$ cat src/rtl/serial_adder_pkg.sv
// Shared types and helpers for the bit-serial adder controller.
package serial_adder_pkg;

    typedef enum logic [1:0] {
        IDLE = 2'd0,
        RUN  = 2'd1,
        DONE = 2'd2
    } state_e;

    function automatic int unsigned cnt_width(input int unsigned width);
        return (width < 2) ? 1 : $clog2(width);
    endfunction

endpackage

$ cat src/rtl/serial_adder_ctrl_if.sv
// Request/result bundle between a requester and the serial adder controller.
interface serial_adder_ctrl_if #(
    parameter int unsigned WIDTH = 4
);
    logic             start;
    logic [WIDTH-1:0] a;
    logic [WIDTH-1:0] b;
    logic             cin;
    logic             busy;
    logic             done;
    logic [WIDTH-1:0] sum;
    logic             cout;

    modport master (
        output start, a, b, cin,
        input  busy, done, sum, cout
    );

    modport slave (
        input  start, a, b, cin,
        output busy, done, sum, cout
    );
endinterface

$ cat src/rtl/full_adder.sv
// One-bit full adder cell shared by the serial adder controller.
module full_adder (
    input  logic a,
    input  logic b,
    input  logic cin,
    output logic sum,
    output logic cout
);
    assign sum  = a ^ b ^ cin;
    assign cout = (a & b) | (a & cin) | (b & cin);
endmodule

$ cat src/rtl/serial_adder_ctrl.sv
// Bit-serial adder: one full_adder cell reused LSB-first over WIDTH cycles,
// with a start/busy/done handshake and registered result.
module serial_adder_ctrl
    import serial_adder_pkg::*;
#(
    parameter int unsigned WIDTH = 4
) (
    input logic               clk,
    input logic               rst_n,
    serial_adder_ctrl_if.slave bus
);
    localparam int unsigned CntW = cnt_width(WIDTH);
    localparam logic [CntW-1:0] LastCnt = CntW'(WIDTH - 1);

    state_e            state_q, state_d;
    logic [WIDTH-1:0]  a_sh_q, a_sh_d;
    logic [WIDTH-1:0]  b_sh_q, b_sh_d;
    logic [WIDTH-1:0]  s_sh_q, s_sh_d;
    logic [WIDTH-1:0]  sum_q, sum_d;
    logic [CntW-1:0]   cnt_q, cnt_d;
    logic              carry_q, carry_d;
    logic              cout_q, cout_d;
    logic              load;
    logic              fa_sum, fa_cout;

    full_adder u_full_adder (
        .a    (a_sh_q[0]),
        .b    (b_sh_q[0]),
        .cin  (carry_q),
        .sum  (fa_sum),
        .cout (fa_cout)
    );

    always_comb begin
        state_d = state_q;
        a_sh_d  = a_sh_q;
        b_sh_d  = b_sh_q;
        s_sh_d  = s_sh_q;
        sum_d   = sum_q;
        cnt_d   = cnt_q;
        carry_d = carry_q;
        cout_d  = cout_q;
        load    = 1'b0;

        unique case (state_q)
            IDLE: load = bus.start;
            RUN: begin
                a_sh_d  = a_sh_q >> 1;
                b_sh_d  = b_sh_q >> 1;
                s_sh_d  = {fa_sum, s_sh_q[WIDTH-1:1]};
                carry_d = fa_cout;
                cnt_d   = cnt_q + CntW'(1);
                // Last bit: publish the result including this cycle's sum bit.
                if (cnt_q == LastCnt) begin
                    state_d = DONE;
                    sum_d   = {fa_sum, s_sh_q[WIDTH-1:1]};
                    cout_d  = fa_cout;
                end
            end
            DONE: begin
                load    = bus.start;
                state_d = IDLE;
            end
            default: state_d = IDLE;
        endcase

        if (load) begin
            state_d = RUN;
            a_sh_d  = bus.a;
            b_sh_d  = bus.b;
            s_sh_d  = '0;
            carry_d = bus.cin;
            cnt_d   = '0;
        end
    end

    always_ff @(posedge clk) begin
        if (!rst_n) begin
            state_q <= IDLE;
            a_sh_q  <= '0;
            b_sh_q  <= '0;
            s_sh_q  <= '0;
            sum_q   <= '0;
            cnt_q   <= '0;
            carry_q <= 1'b0;
            cout_q  <= 1'b0;
        end else begin
            state_q <= state_d;
            a_sh_q  <= a_sh_d;
            b_sh_q  <= b_sh_d;
            s_sh_q  <= s_sh_d;
            sum_q   <= sum_d;
            cnt_q   <= cnt_d;
            carry_q <= carry_d;
            cout_q  <= cout_d;
        end
    end

    assign bus.busy = (state_q == RUN);
    assign bus.done = (state_q == DONE);
    assign bus.sum  = sum_q;
    assign bus.cout = cout_q;

endmodule

$ cat src/flat_wrapper.sv
// flat-port wrapper written by rule: the top's interface ports become plain ports
module serial_adder_ctrl_flat import serial_adder_pkg::*;
#(
    parameter int unsigned WIDTH = 4
)
  (clk, rst_n, bus_start, bus_a, bus_b, bus_cin, bus_busy, bus_done, bus_sum, bus_cout);
  serial_adder_ctrl_if #(.WIDTH(WIDTH)) bus_i ();
  input logic clk;
  input logic rst_n;
  input wire logic [$bits(bus_i.start)-1:0] bus_start;
  input wire logic [$bits(bus_i.a)-1:0] bus_a;
  input wire logic [$bits(bus_i.b)-1:0] bus_b;
  input wire logic [$bits(bus_i.cin)-1:0] bus_cin;
  output wire logic [$bits(bus_i.busy)-1:0] bus_busy;
  output wire logic [$bits(bus_i.done)-1:0] bus_done;
  output wire logic [$bits(bus_i.sum)-1:0] bus_sum;
  output wire logic [$bits(bus_i.cout)-1:0] bus_cout;
  assign bus_i.start = bus_start;
  assign bus_i.a = bus_a;
  assign bus_i.b = bus_b;
  assign bus_i.cin = bus_cin;
  assign bus_busy = bus_i.busy;
  assign bus_done = bus_i.done;
  assign bus_sum = bus_i.sum;
  assign bus_cout = bus_i.cout;
  serial_adder_ctrl #(.WIDTH(WIDTH)) u_core (.clk(clk), .rst_n(rst_n), .bus(bus_i));
endmodule
$ cat config.mk
export PLATFORM = sky130hd
export DESIGN_NAME = serial_adder_ctrl_flat
export DESIGN_NICKNAME = d
export VERILOG_FILES = /design/src/rtl/serial_adder_pkg.sv /design/src/rtl/serial_adder_ctrl_if.sv /design/src/rtl/full_adder.sv /design/src/rtl/serial_adder_ctrl.sv /design/src/flat_wrapper.sv
export SDC_FILE = /design/constraint.sdc
export NUM_CORES = 1
export LEC_CHECK = 0
export ABC_AREA = 1
export CAP_MARGIN = 20
export CORE_MARGIN = 2
export CORE_UTILIZATION = 60
export CTS_BUF_LIST = sky130_fd_sc_hd__clkbuf_2
export CTS_CLUSTER_SIZE = 8
export DETAILED_ROUTE_END_ITERATION = 6
export DONT_BUFFER_PORTS = 1
export GPL_ROUTABILITY_DRIVEN = 1
export HOLD_SLACK_MARGIN = 0.08
export PLACE_DENSITY = 0.8
export SYNTH_ARGS = -nofsm -noshare
export SYNTH_HDL_FRONTEND = slang
export SYNTH_SLANG_ARGS = --single-unit
$ cat constraint.sdc
create_clock -name clk -period 2.92 [get_ports clk]
set_input_delay 0.584 -clock clk [delete_from_list [all_inputs] [get_ports clk]]
set_output_delay 0.584 -clock clk [all_outputs]
set_load 0.03 [all_outputs]
# Word-level counts from Yosys, hierarchy flattened
# Index checks and enable logic that the tools add are counted.
# word_totals
regBits	22
wordCells	42
# op_classes
bitwise	9
mux	10
eq_ne	6
n_reduce_logical	7
addsub	1
# ops
cell	count
4-bit two-way mux	4
2-bit AND reduction	3
2-bit equality test, second input constant	2
1-bit two-way mux	4
2-bit by 1-bit != test with 1-bit output, second input constant	2
2-bit case mux with 2 select lines	1
2-bit OR reduction	2
1-bit bitwise AND	3
3-bit by 1-bit != test with 1-bit output, second input constant	1
2-bit by 1-bit adder with 2-bit output, second input constant	1
2-bit by 1-bit equality test with 1-bit output, second input constant	1
2-bit zero test	1
2-bit two-way mux	1
1-bit inverter	2
1-bit bitwise OR	2
2-bit nonzero test	1
1-bit XOR	2

# Longest topological paths before layout
# depth
depth_word	5
depth_mapped	8
depth_no_buf	7

# By module
# A second synthesis with hierarchy kept.
# hier_totals
cells_unflattened	120
hier_area_um2	954.7
# modules_own_cells
module	n_inst	seq_area_each_um2	cells_each	area_per_inst_um2
serial_adder_ctrl	1	420.4	119	934.6
full_adder	1	0.0	1	20.0

# Least setup slack after synthesis
# No wires, ideal clock.
# synth_path
kind	reg-to-output
start	reg u_core.state_q[0]
end	out bus_done
slack_ns	1.498
t_arrival_ns	0.838
path_stages_with_launch	3
required_ns	2.336
path_buffers	1
path_cell_list	dfxtp_1 buf_6 nor2_1
# synth_via
elab_chain_len	1
# synth_lines
element	line	text
from (decl)	serial_adder_ctrl.sv:15	state_e state_q, state_d;
from (signal assigned)	serial_adder_ctrl.sv:88	state_q <= state_d;
2-bit equality test	serial_adder_ctrl.sv:100	assign bus.done = (state_q == DONE);
to (decl)	flat_wrapper.sv:15	output wire logic [$bits(bus_i.done)-1:0] bus_done;
# Every way passes these cells.

# Worst setup path after layout
# layout_path
start	reg u_core.state_q[0]
end	out bus_busy
# layout_via
elab_chain_len	1
# layout_lines
element	line	text
2-bit by 1-bit equality test with 1-bit output	serial_adder_ctrl.sv:99	assign bus.busy = (state_q == RUN);
to (decl)	flat_wrapper.sv:14	output wire logic [$bits(bus_i.busy)-1:0] bus_busy;
# Every way passes these cells.

==> impl_metrics.tcl <==
set metrics [dict create \
    ys_seq_area_share_pct 44.7 \
    drv_cap 0 \
    ir_drop_mv 0.278 \
    wire_per_inst_um 12.1 \
    seq_area_um2 420 \
    h-tree-depth 1 \
    powerDensity_nw_per_um2 529 \
    cts_hold_buf 0 \
    route.vias.total 750 \
    finalMaxSlewViolations 0 \
    netlist_instances 121 \
    synth_cell_types 23 \
    crit_path_end_kind "output port" \
    clk_pin_slew_ns 0.19 \
    crit_fanout 17 \
    place.detailed.hpwl_mm 1.24 \
    ys_ff_latch 21 \
    area_growth_pct 0.133 \
    postCtsSetupBuffers 0 \
    grt_pass1_wl_mm 2.91 \
    die_h_um 43.6 \
    nets 136 \
    grt_max_degree 18 \
    wirelength_mm 1.66 \
    synth_nets 135 \
    dp_worst_setup_slack_ns 1.39 \
    die_w_um 43.6 \
    yosysWarnings 0 \
    layout_commonest_cell "nand2_1" \
    row_count 14 \
    grt.met3_usage_pct 3.33 \
    ant_nets 0 \
    initial_core_util_pct 63.2 \
    status "finished clean" \
    cp.arrival_ns 1.36 \
    overflow 0 \
    layout-drive-gt1-share_pct 11.6 \
    rsz0062_at_grt "no" \
    hold_viol 0 \
    min_path_type "input pin to flip-flop" \
    grt_usage_pct 20.7 \
    drc_errors 0 \
    antenna_found_initial 0 \
    netlist_area_um2 941 \
    worst_pin_slew_ns 0.545 \
    worstSetupStartpointType "flip-flop" \
    final_cell_mix "25 x nand2_1, 21 x dfxtp_1, 20 x nor2_1" \
    cts_tree "done" \
    syn_area_per_cell_um2 7.78 \
    worstSkewPairLatency_ns 0.32 \
    met1_usage_pct 25.6 \
    whs_path_depth 2 \
    fmax_ghz 0.515 \
    io_buffer_count 0 \
    fin_crit_sh_pct 66.4 \
    grt_use_met2_pct 33.5 \
    fin_skew_ns 0.00653 \
    fin_ws_ns 0.980 \
    grt_busiest_layer "met2" \
    grt_pass1_vias 712 \
    cts.sinks 21 \
    p_leak_nw 0.431 \
    required_ns 2.34 \
    multi_input_area_um2 438 \
    fillers 142 \
    numCtsBuffers 3 \
    cts_buffer_depth 2 \
    setup_viol 0 \
    relSlewSlack_pct 63.5 \
    first_pass_iters 4 \
    vias_per_cell 5.47 \
    root_buffer "clkbuf_2" \
    ios 19 \
    gp_congestion 0.771 \
    first_iter_violations 12 \
    coreArea_um2 1490 \
    critical_path_class "flip-flop to output port" \
    r2r_cells 5 \
    min_period_ns 1.94 \
    finalSetupTns_ns 0 \
    dieArea_um2 1900 \
    diodes 0 \
    cts_resized 0 \
]
## metrics by stage
step                hold slack [ns]  total power [mW]  area, um2  cells  utilization (%)
global placement              0.461             0.384        922    133             61.9
detailed placement            0.482             0.386        922    133             61.9
CTS                           0.336             0.504        942    137             63.3
floorplan                     0.444             0.382        941    121                -
finish                        0.358             0.498        942    137             63.3
global route                  0.341             0.523        942    137             63.3
## where the power goes
group | internal (mW) | switching (mW)
clock | 0.0310 | 0.0878
combinational | 0.0241 | 0.0420
sequential | 0.302 | 0.0113
## kinds of logic after synthesis
group / share of synthesized area, %
flip-flops: 44.7
adder cells (fa/ha/maj): 3.46
buffers and inverters: 8.78
AO/OA/AOI/OAI: 8.91
AND/OR/NAND/NOR: 33.2
XOR/XNOR: 0.931
## flip-flops by register name (all words and copies together) (netlist names)
signal           cells
u_core.state_q       2
u_core.b_sh_q        4
u_core.carry_q       1
u_core.bus.sum       4
u_core.bus.cout      1
u_core.a_sh_q        4
u_core.s_sh_q        3
u_core.cnt_q         2
## routing by layer
layer	share of wire (%)	wire (um)
met2	48	798
met3	5.2	86
met4	1.4	24
met5	0	0
met1	45	751
## critical path, stage by stage (launching register included)
cell     delay (ns)
dfxtp_1        0.56
nand2_4        0.20
inv_2          0.26
## worst paths after layout
kind	endpoint	from	slack, ns
worst max-delay path	bus_busy	u_core.state_q[0]	0.98
worst min register to register	u_core.s_sh_q[1]	u_core.s_sh_q[2]	0.50
worst min-delay path	u_core.a_sh_q[0]	rst_n	0.36
worst max register to register	u_core.bus.sum[2]	u_core.state_q[0]	1.55
## cells in the mapped netlist
library cell / number / area (um2)
a21oi_1: 9 / 45.0
a21oi_2: 1 / 8.76
buf_2: 1 / 5.00
buf_6: 3 / 33.8
dfxtp_1: 21 / 420
fa_1: 1 / 20.0
ha_1: 1 / 12.5
inv_1: 9 / 33.8
inv_2: 1 / 3.75
inv_4: 1 / 6.26
nand2_1: 25 / 93.8
nand2_2: 1 / 6.26
nand2_4: 3 / 33.8
nand3_1: 9 / 45.0
nand3_2: 1 / 10.0
nand3b_1: 3 / 22.5
nor2_1: 20 / 75.1
nor2_2: 1 / 6.26
nor3_1: 2 / 10.0
nor3_2: 1 / 10.0
o21ai_0: 5 / 25.0
o21ai_1: 1 / 5.00
xor2_1: 1 / 8.76
## area by class of cell
type                            count  area share (%)
Sequential cell                    21            44.6
Inverter                           11            4.65
Tap cell                           16            2.12
Multi-Input combinational cell     85            46.5
Clock inverter                      1           0.531
Clock buffer                        3            1.59
No activity file was read; power rests on OpenSTA's default activity.
